## config.mk

```make
export PLATFORM = sky130hd
export DESIGN_NAME = crypto_round_sequencer
export DESIGN_NICKNAME = d
export VERILOG_FILES = /design/src/rtl/crypto_pkg.sv /design/src/rtl/crypto_round_sequencer.sv
export SDC_FILE = /design/constraint.sdc
export NUM_CORES = 1
export LEC_CHECK = 0
export ABC_AREA = 1
export BUFFER_PORTS_ARGS = -buffer_cell sky130_fd_sc_hd__clkbuf_2
export CORE_MARGIN = 5
export CORE_UTILIZATION = 43
export CTS_BUF_LIST = sky130_fd_sc_hd__clkbuf_4
export CTS_CLUSTER_DIAMETER = 120
export DETAILED_ROUTE_END_ITERATION = 7
export PLACE_DENSITY = 0.85
export SYNTH_ARGS = -nofsm -noshare
export SYNTH_HDL_FRONTEND = slang
export SYNTH_SLANG_ARGS = --single-unit
```

## constraint.sdc

```tcl
create_clock -name clk -period 1.3 [get_ports clk]
set_clock_uncertainty 0.05 [all_clocks]
set_input_delay 0.13 -clock clk [delete_from_list [all_inputs] [get_ports clk]]
set_output_delay 0.13 -clock clk [all_outputs]
set_load 0.01 [all_outputs]
```

## src/rtl/crypto_pkg.sv

```systemverilog
// Shared types and constants for the round sequencer and its combinational round core.
package crypto_pkg;
   typedef enum logic [1:0] {IDLE, ROUND, DONE} crypto_seq_state_t;

   localparam int   CRYPTO_DATA_W = 32;
   localparam int   CRYPTO_KEY_W  = 32;
   localparam int   CRYPTO_CNT_W  = 2;
   localparam logic CRYPTO_ENC    = 1'b0;
   localparam logic CRYPTO_DEC    = 1'b1;
endpackage

```

## src/rtl/crypto_round_sequencer.sv

```systemverilog
// Drives an external round core NUM_ROUNDS cycles per block; out_valid NUM_ROUNDS cycles after accept,
// result held until out_ready, no new block accepted meanwhile. Optional abort port: CRYPTO_ABORT_EN.
module crypto_round_sequencer
   import crypto_pkg::*;
#(
   parameter int DATA_W     = CRYPTO_DATA_W,
   parameter int KEY_W      = CRYPTO_KEY_W,
   parameter int CNT_W      = CRYPTO_CNT_W,
   parameter int NUM_ROUNDS = 4
) (
   input  logic              clk,
   input  logic              rst_n,
   input  logic              in_valid,
   output logic              in_ready,
   input  logic [DATA_W-1:0] in_data,
   input  logic [KEY_W-1:0]  in_key,
   input  logic              in_sel,
   output logic [DATA_W-1:0] core_din,
   output logic [KEY_W-1:0]  core_key,
   output logic [CNT_W-1:0]  core_cnt,
   output logic              core_sel,
   input  logic [DATA_W-1:0] core_result,
`ifdef CRYPTO_ABORT_EN
   input  logic              abort,
`endif
   output logic              out_valid,
   input  logic              out_ready,
   output logic [DATA_W-1:0] out_data,
   output logic              busy
);
   if (NUM_ROUNDS < 1 || NUM_ROUNDS > (1 << CNT_W)) begin : g_bad_rounds
      $error("NUM_ROUNDS must be in 1..2**CNT_W");
   end

   localparam logic [CNT_W-1:0] LAST = CNT_W'(NUM_ROUNDS - 1);

   crypto_seq_state_t state, state_nxt;
   logic [DATA_W-1:0] work, work_nxt;
   logic [DATA_W-1:0] out_q, out_nxt;
   logic [KEY_W-1:0]  key_q, key_nxt;
   logic              sel_q, sel_nxt;
   logic [CNT_W-1:0]  ctr, ctr_nxt;
   logic              last_round;
   logic              abort_req;

`ifdef CRYPTO_ABORT_EN
   assign abort_req = abort;
`else
   assign abort_req = 1'b0;
`endif

   assign last_round = (sel_q == CRYPTO_DEC) ? (ctr == '0) : (ctr == LAST);

   always_ff @(posedge clk or negedge rst_n) begin
      if (!rst_n) begin
         state <= IDLE;
         work  <= '0;
         out_q <= '0;
         key_q <= '0;
         sel_q <= 1'b0;
         ctr   <= '0;
      end else begin
         state <= state_nxt;
         work  <= work_nxt;
         out_q <= out_nxt;
         key_q <= key_nxt;
         sel_q <= sel_nxt;
         ctr   <= ctr_nxt;
      end
   end

   always_comb begin
      state_nxt = state;
      work_nxt  = work;
      out_nxt   = out_q;
      key_nxt   = key_q;
      sel_nxt   = sel_q;
      ctr_nxt   = ctr;
      case (state)
         IDLE: begin
            if (in_valid) begin
               work_nxt  = in_data;
               key_nxt   = in_key;
               sel_nxt   = in_sel;
               ctr_nxt   = (in_sel == CRYPTO_DEC) ? LAST : '0;
               state_nxt = ROUND;
            end
         end
         ROUND: begin
            work_nxt = core_result;
            // terminal check comes first so the counter never wraps
            if (last_round) begin
               out_nxt   = core_result;
               state_nxt = DONE;
            end else if (sel_q == CRYPTO_DEC) begin
               ctr_nxt = ctr - CNT_W'(1);
            end else begin
               ctr_nxt = ctr + CNT_W'(1);
            end
         end
         DONE: begin
            if (out_ready) state_nxt = IDLE;
         end
         default: state_nxt = IDLE;
      endcase
      if (abort_req && state != IDLE) begin
         state_nxt = IDLE;
         work_nxt  = '0;
         out_nxt   = '0;
      end
   end

   assign in_ready  = (state == IDLE);
   assign out_valid = (state == DONE);
   assign busy      = (state == ROUND);
   assign out_data  = out_q;
   assign core_din  = work;
   assign core_key  = key_q;
   assign core_sel  = sel_q;
   assign core_cnt  = ctr;
endmodule

```

==> results.txt, run 1 <==
Worst Setup Path Type: reg -> reg
CTS tree: built
most frequent cell after synthesis: nand2_1
Max VDD drop: 1.489 mV
CTS Buffer Depth: 2
status: finished with violations
setup violators final: 105
via-per-instance ratio: 5.349
H-tree levels: 3
GRT Overall Usage: 0.2681
Fin. Hold Viols: 0
first-pass GRT wire length: 24590 um
Detailed Route WL: 18180 um
cell area after layout: 7954 um2
Critical Path AT: 1.88 ns
min Tclk post-route: 1.565 ns
failing checks: setup timing
Post-Syn Nets: 517
area used by multi-input combinational logic: 2217 um2
Die ar.: 12160 um2
CTS root buffer: clkbuf_4
fin worst setup slack: -0.2645 ns
clock-pin slew of the registers on the worst-case setup and hold paths: 0.16 ns
Net Sw Power: 9.592 mW
row count: 36
Fin Hold WS: 0.1204 ns
worst skew pair latency: 0.46 ns
First-pass DRT Iterations: 5
vias in the first global route: 5029
Post-synth EDFFs: 0
register share of total power: 0.290
Top FF cell, synth: dfrtp_1
Die X-Extent: 110.3 um
Mean Syn Cell Area: 10.39 um2
dpl ws: -0.07223 ns
total grt overflow: 0
initial antenna violation count: 1
Area contributors post-synth: dfrtp_1 (58%), mux2_4 (10%), nand2_1 (9.4%)
I/O pins: 203
Placer Congestion: 0.8114
slew at the pin closest to its max-slew limit: 0.3300 ns
Vias: 4761
Syn-to-layout area delta: 83.99%
Max Fclk: 0.6392 GHz
final period utilization: 1.203
die height: 110.3 um
Yosys top cell by area: dfrtp_1
CTS Buf Count: 9
top cell type's share of synthesized area: 0.5847
Tot Pwr: 21.76 mW
sequential cell area fraction in the yosys report: 0.5847
initial core utilization: 0.4423
largest net degree at the start of global routing: 59
Rel. slew slack: 0.7800
Seq cells post-synth: 101
fill cell count: 518
YS warnings: 0
CP Launch Type: register
Pins Over Slew Limit: 0
antenna viol nets, final: 0
Iter 0 DRT Violations: 294
Final #Nets: 853
area of the mapped netlist: 4323 um2
Core Footprint: 9774 um2
PortBufs: 202
routed len/inst: 20.42 um
logic gate share of total power: 0.637
Critical Path RT: 1.61 ns
Residual DRC: 0
max capacitance violation total: 0
Worst Path Max Fanout: 7
Int Power: 12.16 mW
Lkg Pwr: 3.906 nW
layout cells sized above 1: 0.5741
RSZ-0062 raised after global routing: true
Distinct cells, synth: 24
detailed placer's ending HPWL: 9321 um
clk sinks: 101
Syn Inst Count: 416
Register Area: 2532 um2
ys async rst share: 1.000
top post-synthesis cells by count: nand2_1 (108), dfrtp_1 (101), nand3_1 (37)
Sw Share: 0.4409
pwr/cell area: 2735 nW/um2
clock power share: 0.073
Post-Place Cell Area: 5593 um2
Worst setup EP type: register
Hold Crit Class: in -> async
-- cells by family (layout without fill, tap and decap cells) --
logic type | count (synthesis) | count (layout) | synth area share
compound gates | 69 | 69 | 0.08191
buf+inv | 31 | 371 | 0.04746
flops | 101 | 101 | 0.5847
mux | 32 | 32 | 0.1085
other cells | 0 | 1 | 0
simple gates | 183 | 183 | 0.1774
-- cells in the final DEF (no fill, tap or decap), types with 2 or more instances in the layout --
cell / netlist / routed
clkbuf_2: 2 / 191
dlygate4sd3_1: 0 / 100
dfrtp_1: 101 / 97
nand2_1: 108 / 59
nand3_1: 37 / 34
nand2_2: 1 / 32
a21oi_2: 0 / 30
mux2_4: 29 / 30
nor2_4: 1 / 22
o21ai_1: 6 / 18
nand2_4: 1 / 16
buf_12: 1 / 15
buf_4: 3 / 14
nor2_2: 0 / 13
buf_6: 6 / 12
clkbuf_4: 0 / 9
o21ai_0: 27 / 7
o21ai_2: 1 / 7
buf_16: 0 / 7
clkbuf_16: 0 / 5
nand2_8: 1 / 4
dfrtp_2: 0 / 4
inv_2: 1 / 3
a21oi_1: 33 / 3
buf_8: 0 / 3
buf_2: 11 / 3
o21ai_4: 0 / 2
mux2_2: 3 / 2
nand3_2: 0 / 2
clkinv_2: 0 / 2
clkinv_1: 0 / 2
-- worst max-delay path, cell delays in order, from the launching register on --
cell	delay, ns
dfrtp_1	0.43
buf_6	0.13
nor2_4	0.18
nand2_8	0.15
buf_12	0.18
buf_16	0.14
o21ai_2	0.14
a21oi_2	0.08
-- sequential cells by signal, summed over array words and instances, names as in the netlist --
name,count
core_cnt,2
core_din,32
core_key,32
core_sel,1
out_data,32
state,2
-- through the flow --
stage                     std cells  utilization  TNS [ns]
after floorplan                 416            -   -0.8084
after global placement          745       0.5722   -0.3352
after detailed placement        745       0.5722    -2.189
after CTS                       883       0.7427    -12.04
after global routing            890       0.8137    -22.65
final                           890       0.8137    -17.43
-- timing repair --
item,4_1_cts,5_1_grt
hold endpoints to repair,200,0
setup buffers,17,3
resized for setup,58,185
gates cloned,7,5
hold buffers,100,0
pin swaps,12,13
endpoints found under the setup margin,100,108
-- metal layers --
metal  GRT usage  share of wire  up-vias
met4      0.1566          0.056        0
li1            -              -     2065
met2      0.4775           0.51      344
met1      0.2807           0.34     2259
met5           0              0        -
met3     0.07630          0.091       93
-- layout make-up --
type                            count  area share
Inverter                            5    0.002989
Clock inverter                      6    0.006922
Antenna cell                        1   0.0003146
Multi-Input combinational cell    284      0.2787
Sequential cell                   101      0.3184
Tap cell                          133     0.02092
Timing Repair Buffer              351      0.3632
Clock buffer                        9    0.008495
-- worst paths after layout --
path / start / endpoint / slack (ns) / cells after the start
worst max register to register: state[1]$_DFFE_PN0P_ / core_din[2]$_DFFE_PN0P_ / -0.26 / 7
worst max-delay path: state[1]$_DFFE_PN0P_ / core_din[2]$_DFFE_PN0P_ / -0.26 / 7
worst min register to register: out_data[15]$_DFFE_PN0P_ / out_data[15]$_DFFE_PN0P_ / 0.45 / 2
worst min-delay path: rst_n / core_din[5]$_DFFE_PN0P_ / 0.12 / 3
max in group asynchronous: rst_n / core_key[28]$_DFFE_PN0P_ / 0.56 / 3
min in group clk: in_valid / core_key[1]$_DFFE_PN0P_ / 0.27 / 4
-- power groups by stage --
stage | logic (mW) | registers, mW | clock network, mW
finish | 13.9 | 6.31 | 1.60
global route | 14.7 | 6.46 | 1.74
CTS | 11.2 | 5.84 | 1.61
detailed placement | 8.69 | 5.86 | 0
global placement | 8.35 | 5.79 | 0
floorplan | 4.52 | 6.45 | 0
Power figures use the tool's default switching activity.
==> run 2: changes to the inputs <==
--- a/config.mk
+++ b/config.mk
@@ -5,7 +5,6 @@
 export SDC_FILE = /design/constraint.sdc
 export NUM_CORES = 1
 export LEC_CHECK = 0
-export ABC_AREA = 1
 export BUFFER_PORTS_ARGS = -buffer_cell sky130_fd_sc_hd__clkbuf_2
 export CORE_MARGIN = 5
 export CORE_UTILIZATION = 43
==> run 2 against run 1 <==
The flow still finishes with violations (setup timing). Largest power group unchanged. Setup slack worse by 0.0078 ns. Sequential power is 3.6% lower. Cell area is 2.4% lower. Clock power is 6% lower. Critical endpoint is now core_din[4]$_DFFE_PN0P_. Sequential share of layout area is 0.79 points higher. Non-clock buffer count is 2 higher.
==> results.txt, run 2 <==
commonest non-fill, non-tap cell in the layout: clkbuf_2
Yosys top cell by area: dfrtp_1
Seq cells post-synth: 101
failing checks: setup timing
fin worst setup slack: -0.2724 ns
post-route insts no fill: 791
cell area after layout: 7762 um2
Post-Place Cell Area: 5754 um2
Final #Nets: 754
area of the mapped netlist: 4318 um2
Lkg Pwr: 4.037 nW
sequential cell area fraction in the yosys report: 0.5853
r2r setup slk: -0.27 ns
Syn-to-layout area delta: 79.77%
Rel. slew slack: 0.8265
Die ar.: 12150 um2
Max Fclk: 0.6360 GHz
Worst Setup Path Type: reg -> reg
Die X-Extent: 110.2 um
CTS root buffer: clkbuf_4
Top FF cell, synth: dfrtp_1
Syn Inst Count: 308
n_diodes: 0
largest net degree at the start of global routing: 39
PortBufs: 202
status: finished with violations
Fin. Hold Viols: 0
First-pass DRT Iterations: 4
Max VDD drop: 1.703 mV
Vias: 4060
via-per-instance ratio: 5.133
CTS Buffer Depth: 2
layout cells sized above 1: 0.6292
Worst Path Max Fanout: 8
Register Area: 2532 um2
I/O pins: 203
Pins Over Slew Limit: 0
clock-pin slew of the registers on the worst-case setup and hold paths: 0.17 ns
CTS Buf Count: 9
Fin Hold WS: 0.02767 ns
Critical Path RT: 1.63 ns
antenna viol nets, final: 0
R2R depth: 8
most frequent cell after synthesis: dfrtp_1
vias in the first global route: 4609
Mean Syn Cell Area: 14.02 um2
Post-Syn Nets: 409
Iter 0 DRT Violations: 166
Area contributors post-synth: dfrtp_1 (59%), mux2_4 (10%), mux2_2 (8.3%)
detailed placer's ending HPWL: 8484 um
Critical Path AT: 1.90 ns
worst-path cell with the longest stage delay: dfrtp_2
Worst setup EP type: register
die height: 110.2 um
Hold Crit Class: in -> async
worst skew pair latency: 0.42 ns
top post-synthesis cells by count: dfrtp_1 (101), o21ai_0 (34), mux2_2 (32), mux2i_1 (32), nand2_1 (32)
Crit path largest cell delay: 0.48 ns
GRT Overall Usage: 0.2626
CP Launch Type: register
Most common cell on crit path: buf_6
area used by multi-input combinational logic: 2131 um2
cell family with most CP delay: buffers and inverters
worst r2r src: state[0]$_DFFE_PN0P_
fill cell count: 520
RSZ-0062 raised after global routing: true
Residual DRC: 0
final period utilization: 1.210
worst path buffer plus inverter count: 5
pwr/cell area: 2415 nW/um2
YS warnings: 0
ys async rst share: 1.000
RR Endpoint: core_din[4]$_DFFE_PN0P_
routed len/inst: 21.08 um
setup violators final: 106
min Tclk post-route: 1.572 ns
most frequent cells in the layout: clkbuf_2 (194), dlygate4sd3_1 (99), dfrtp_1 (97), mux2_4 (62), mux2i_1 (28)
initial core utilization: 0.4418
Placer Congestion: 0.8721
clk sinks: 101
slew at the pin closest to its max-slew limit: 0.2530 ns
crit path cell chain: buf_6 > buf_6 > o21bai_4 > buf_6 > buf_12 > buf_16 > nand2_4 > o21ai_1
CTS tree: built
Detailed Route WL: 16680 um
total grt overflow: 0
H-tree levels: 3
Crit. path cell count: 8
initial antenna violation count: 0
max capacitance violation total: 0
Core Footprint: 9774 um2
top cell type's share of synthesized area: 0.5853
first-pass GRT wire length: 23750 um
row count: 36
Distinct cells, synth: 32
Post-synth EDFFs: 0
Placed Cells: 649
## run 2: area by class of cell
class                      instances  area share
clock buffer                      10    0.009671
clock inverter                     6    0.005803
inverter                           4    0.002257
multi-input combinational        184      0.2745
sequential                       101      0.3262
tap                              133     0.02144
timing repair buffer             353      0.3601
## run 2: report_power, final
group,total (mW),internal [mW],switching [mW]
combinational,11.2,6.22,4.94
clock,1.51,0.436,1.08
sequential,6.08,4.77,1.31
## run 2: how the worst max path moves through the flow
stage,start,to,slack [ns]
finish,state[0]$_DFFE_PN0P_,core_din[4]$_DFFE_PN0P_,-0.27
global route,core_cnt[1]$_DFFE_PN0P_,out_data[19]$_DFFE_PN0P_,-0.33
CTS,core_cnt[0]$_DFFE_PN0P_,out_data[24]$_DFFE_PN0P_,-0.25
detailed placement,state[0]$_DFFE_PN0P_,core_cnt[0]$_DFFE_PN0P_,-0.23
global placement,core_cnt[0]$_DFFE_PN0P_,out_data[14]$_DFFE_PN0P_,-0.21
floorplan,core_cnt[0]$_DFFE_PN0P_,out_data[10]$_DFFE_PN0P_,-0.25
## run 2: metal layers
layer,GRT usage,share of wire,vias to the layer above
li1,-,-,1777
met3,0.05999,0.068,56
met2,0.4822,0.53,198
met5,0,0,-
met4,0.1627,0.045,0
met1,0.2676,0.35,2029
## run 2: cells by family after synthesis
group           count (synthesis)  share of synthesized area
compound gates                 41                    0.05622
xor+xnor                        1                   0.002029
buf+inv                        23                    0.03593
flops                         101                     0.5853
mux                            97                     0.2689
simple gates                   45                    0.05158
## run 2: what timing repair did
action | 4_1_cts | 5_1_grt
setup buffers | 12 | 9
resized for setup | 120 | 52
cloned | 8 | 2
endpoints found under the hold margin | 199 | 0
hold buffers | 99 | 0
endpoints found under the setup margin | 107 | 108
pin swaps | 40 | 9
## run 2: metrics by stage
step                total power [mW]  TNS (ns)  setup slack, ns  utilization
detailed placement             13.69    -16.64          -0.2342       0.5887
finish                         18.74    -23.37          -0.2724       0.7942
CTS                            17.78    -20.32          -0.2493       0.7686
global placement               13.35    -13.88          -0.2148       0.5887
floorplan                      10.74    -15.09          -0.2516            -
global route                   19.70    -28.48          -0.3322       0.7942
==> run 3: changes to the inputs <==
==> constraint.sdc (replaced) <==
create_clock -name clk -period 1.3 [get_ports clk]
set_clock_uncertainty 0.05 [all_clocks]
set_input_delay 0.065 -clock clk [delete_from_list [all_inputs] [get_ports clk]]
set_output_delay 0.065 -clock clk [all_outputs]
set_load 0.01 [all_outputs]
==> run 3 against run 2 <==
The flow still finishes with violations (setup timing). Sequential cell count did not move. Clock power rose by 8%. Via count fell by 2.3%. Critical path depth fell by 4. Cell area rose by 1.1%. Non-clock buffer count rose by 2. Sequential share of layout area fell by 0.37 points. Sequential power barely moved. Critical endpoint is now out_data[21]$_DFFE_PN0P_. Largest power group unchanged.
==> results.txt, run 3 (same netlist as run 2, synthesis figures left out) <==
status: finished with violations
failing checks: setup timing
Fin. Hold Viols: 0
most frequent cells in the layout: clkbuf_2 (197), dlygate4sd3_1 (100), dfrtp_1 (98), mux2_4 (62), mux2i_1 (25)
vias in the first global route: 4580
Pins Over Slew Limit: 0
CTS Buffer Depth: 2
Die X-Extent: 110.2 um
RSZ-0062 raised after global routing: true
layout cells sized above 1: 0.6297
fin worst setup slack: -0.2981 ns
Max VDD drop: 1.797 mV
CTS Buf Count: 9
post-route insts no fill: 793
min Tclk post-route: 1.598 ns
PortBufs: 202
Placed Cells: 647
setup violators final: 106
Die ar.: 12150 um2
post-layout util: 0.8029
first-pass GRT wire length: 23870 um
routed len/inst: 20.80 um
max capacitance violation total: 0
logic gate share of total power: 0.596
Critical Path AT: 1.88 ns
pwr/cell area: 2423 nW/um2
antenna viol nets, final: 0
r2r setup slk: -0.30 ns
Sw Share: 0.3812
total grt overflow: 0
clk sinks: 101
Residual DRC: 0
Rel. slew slack: 0.6867
Vias: 3967
register share of total power: 0.318
Tot Pwr: 19.02 mW
Register Area: 2531 um2
Detailed Route WL: 16490 um
GRT Overall Usage: 0.2649
Core Footprint: 9774 um2
Final #Nets: 756
Critical Path RT: 1.58 ns
die height: 110.2 um
initial core utilization: 0.4418
clock-pin slew of the registers on the worst-case setup and hold paths: 0.14 ns
H-tree levels: 3
commonest non-fill, non-tap cell in the layout: clkbuf_2
Int Power: 11.77 mW
First-pass DRT Iterations: 4
Max Fclk: 0.6257 GHz
Worst setup EP type: register
Worst Path Max Fanout: 17
Syn-to-layout area delta: 81.74%
launch point of the worst path: core_cnt[1]$_DFFE_PN0P_
slew at the pin closest to its max-slew limit: 0.4683 ns
detailed placer's ending HPWL: 8579 um
Iter 0 DRT Violations: 231
CTS root buffer: clkbuf_4
fill cell count: 523
Hold Crit Class: in -> async
Lkg Pwr: 4.026 nW
Net Sw Power: 7.250 mW
CTS tree: built
via-per-instance ratio: 5.003
worst skew pair latency: 0.44 ns
clock power share: 0.086
CP Launch Type: register
final period utilization: 1.229
initial antenna violation count: 0
row count: 36
area used by multi-input combinational logic: 2137 um2
worst r2r src: core_cnt[1]$_DFFE_PN0P_
Worst Setup Path Type: reg -> reg
I/O pins: 203
largest net degree at the start of global routing: 48
Placer Congestion: 0.8819
==> run 3: final timing paths <==
check,to,cells past startpoint
setup / recovery,out_data[21]$_DFFE_PN0P_,4
min in group clk,core_cnt[0]$_DFFE_PN0P_,5
setup reg to reg,out_data[21]$_DFFE_PN0P_,4
hold / removal,core_din[11]$_DFFE_PN0P_,3
max in group asynchronous,core_key[3]$_DFFE_PN0P_,3
hold reg to reg,core_din[21]$_DFFE_PN0P_,2
==> run 3: power groups by stage <==
stage               Clock [mW]  Sequential, mW  Combinational [mW]
finish                    1.63            6.05                11.3
global route              1.80            6.21                12.0
CTS                       1.67            5.88                10.5
detailed placement           0            5.79                7.91
global placement             0            5.68                7.67
floorplan                    0            6.44                4.30
==> run 3: layer usage <==
layer / vias to the layer above / wire, um / GRT usage / part of all wire
li1: 1787 / - / - / -
met1: 1974 / 6113 / 0.2856 / 0.37
met2: 170 / 8814 / 0.4931 / 0.53
met3: 36 / 1072 / 0.05649 / 0.065
met4: 0 / 490 / 0.1205 / 0.030
met5: - / 0 / 0 / 0
==> run 3: stage by stage <==
stage,hold WS (ns),setup TNS [ns],setup slack [ns],cell area [um2]
floorplan,-0.2806,-15.09,-0.2516,4488
global placement,-0.1233,-13.84,-0.2154,5739
detailed placement,-0.1175,-16.29,-0.2453,5739
CTS,0.06379,-21.47,-0.2680,7610
global route,0.07064,-27.31,-0.3466,7845
finish,0.08112,-22.33,-0.2981,7848
==> run 3: final cells by class <==
class | instances | share of cell area
antenna | 1 | 0.0003189
clock buffer | 13 | 0.01244
clock inverter | 2 | 0.004464
inverter | 4 | 0.002232
multi-input combinational | 184 | 0.2723
sequential | 101 | 0.3225
tap | 133 | 0.02121
timing repair buffer | 355 | 0.3645
==> run 3: critical path: stages, from the launching register on <==
cell     delay, ns
dfrtp_1       0.46
and3b_1       0.22
o21ai_4       0.22
buf_12        0.22
mux2_4        0.31
==> run 3: timing repair <==
item                                   in CTS  in global routing
setup buffers                              19                  5
gates cloned                                9                  3
hold buffers                              100                  0
resized for setup                         131                 49
pin swaps                                  47                  4
setup endpoints to repair                 105                107
endpoints found under the hold margin     201                  0
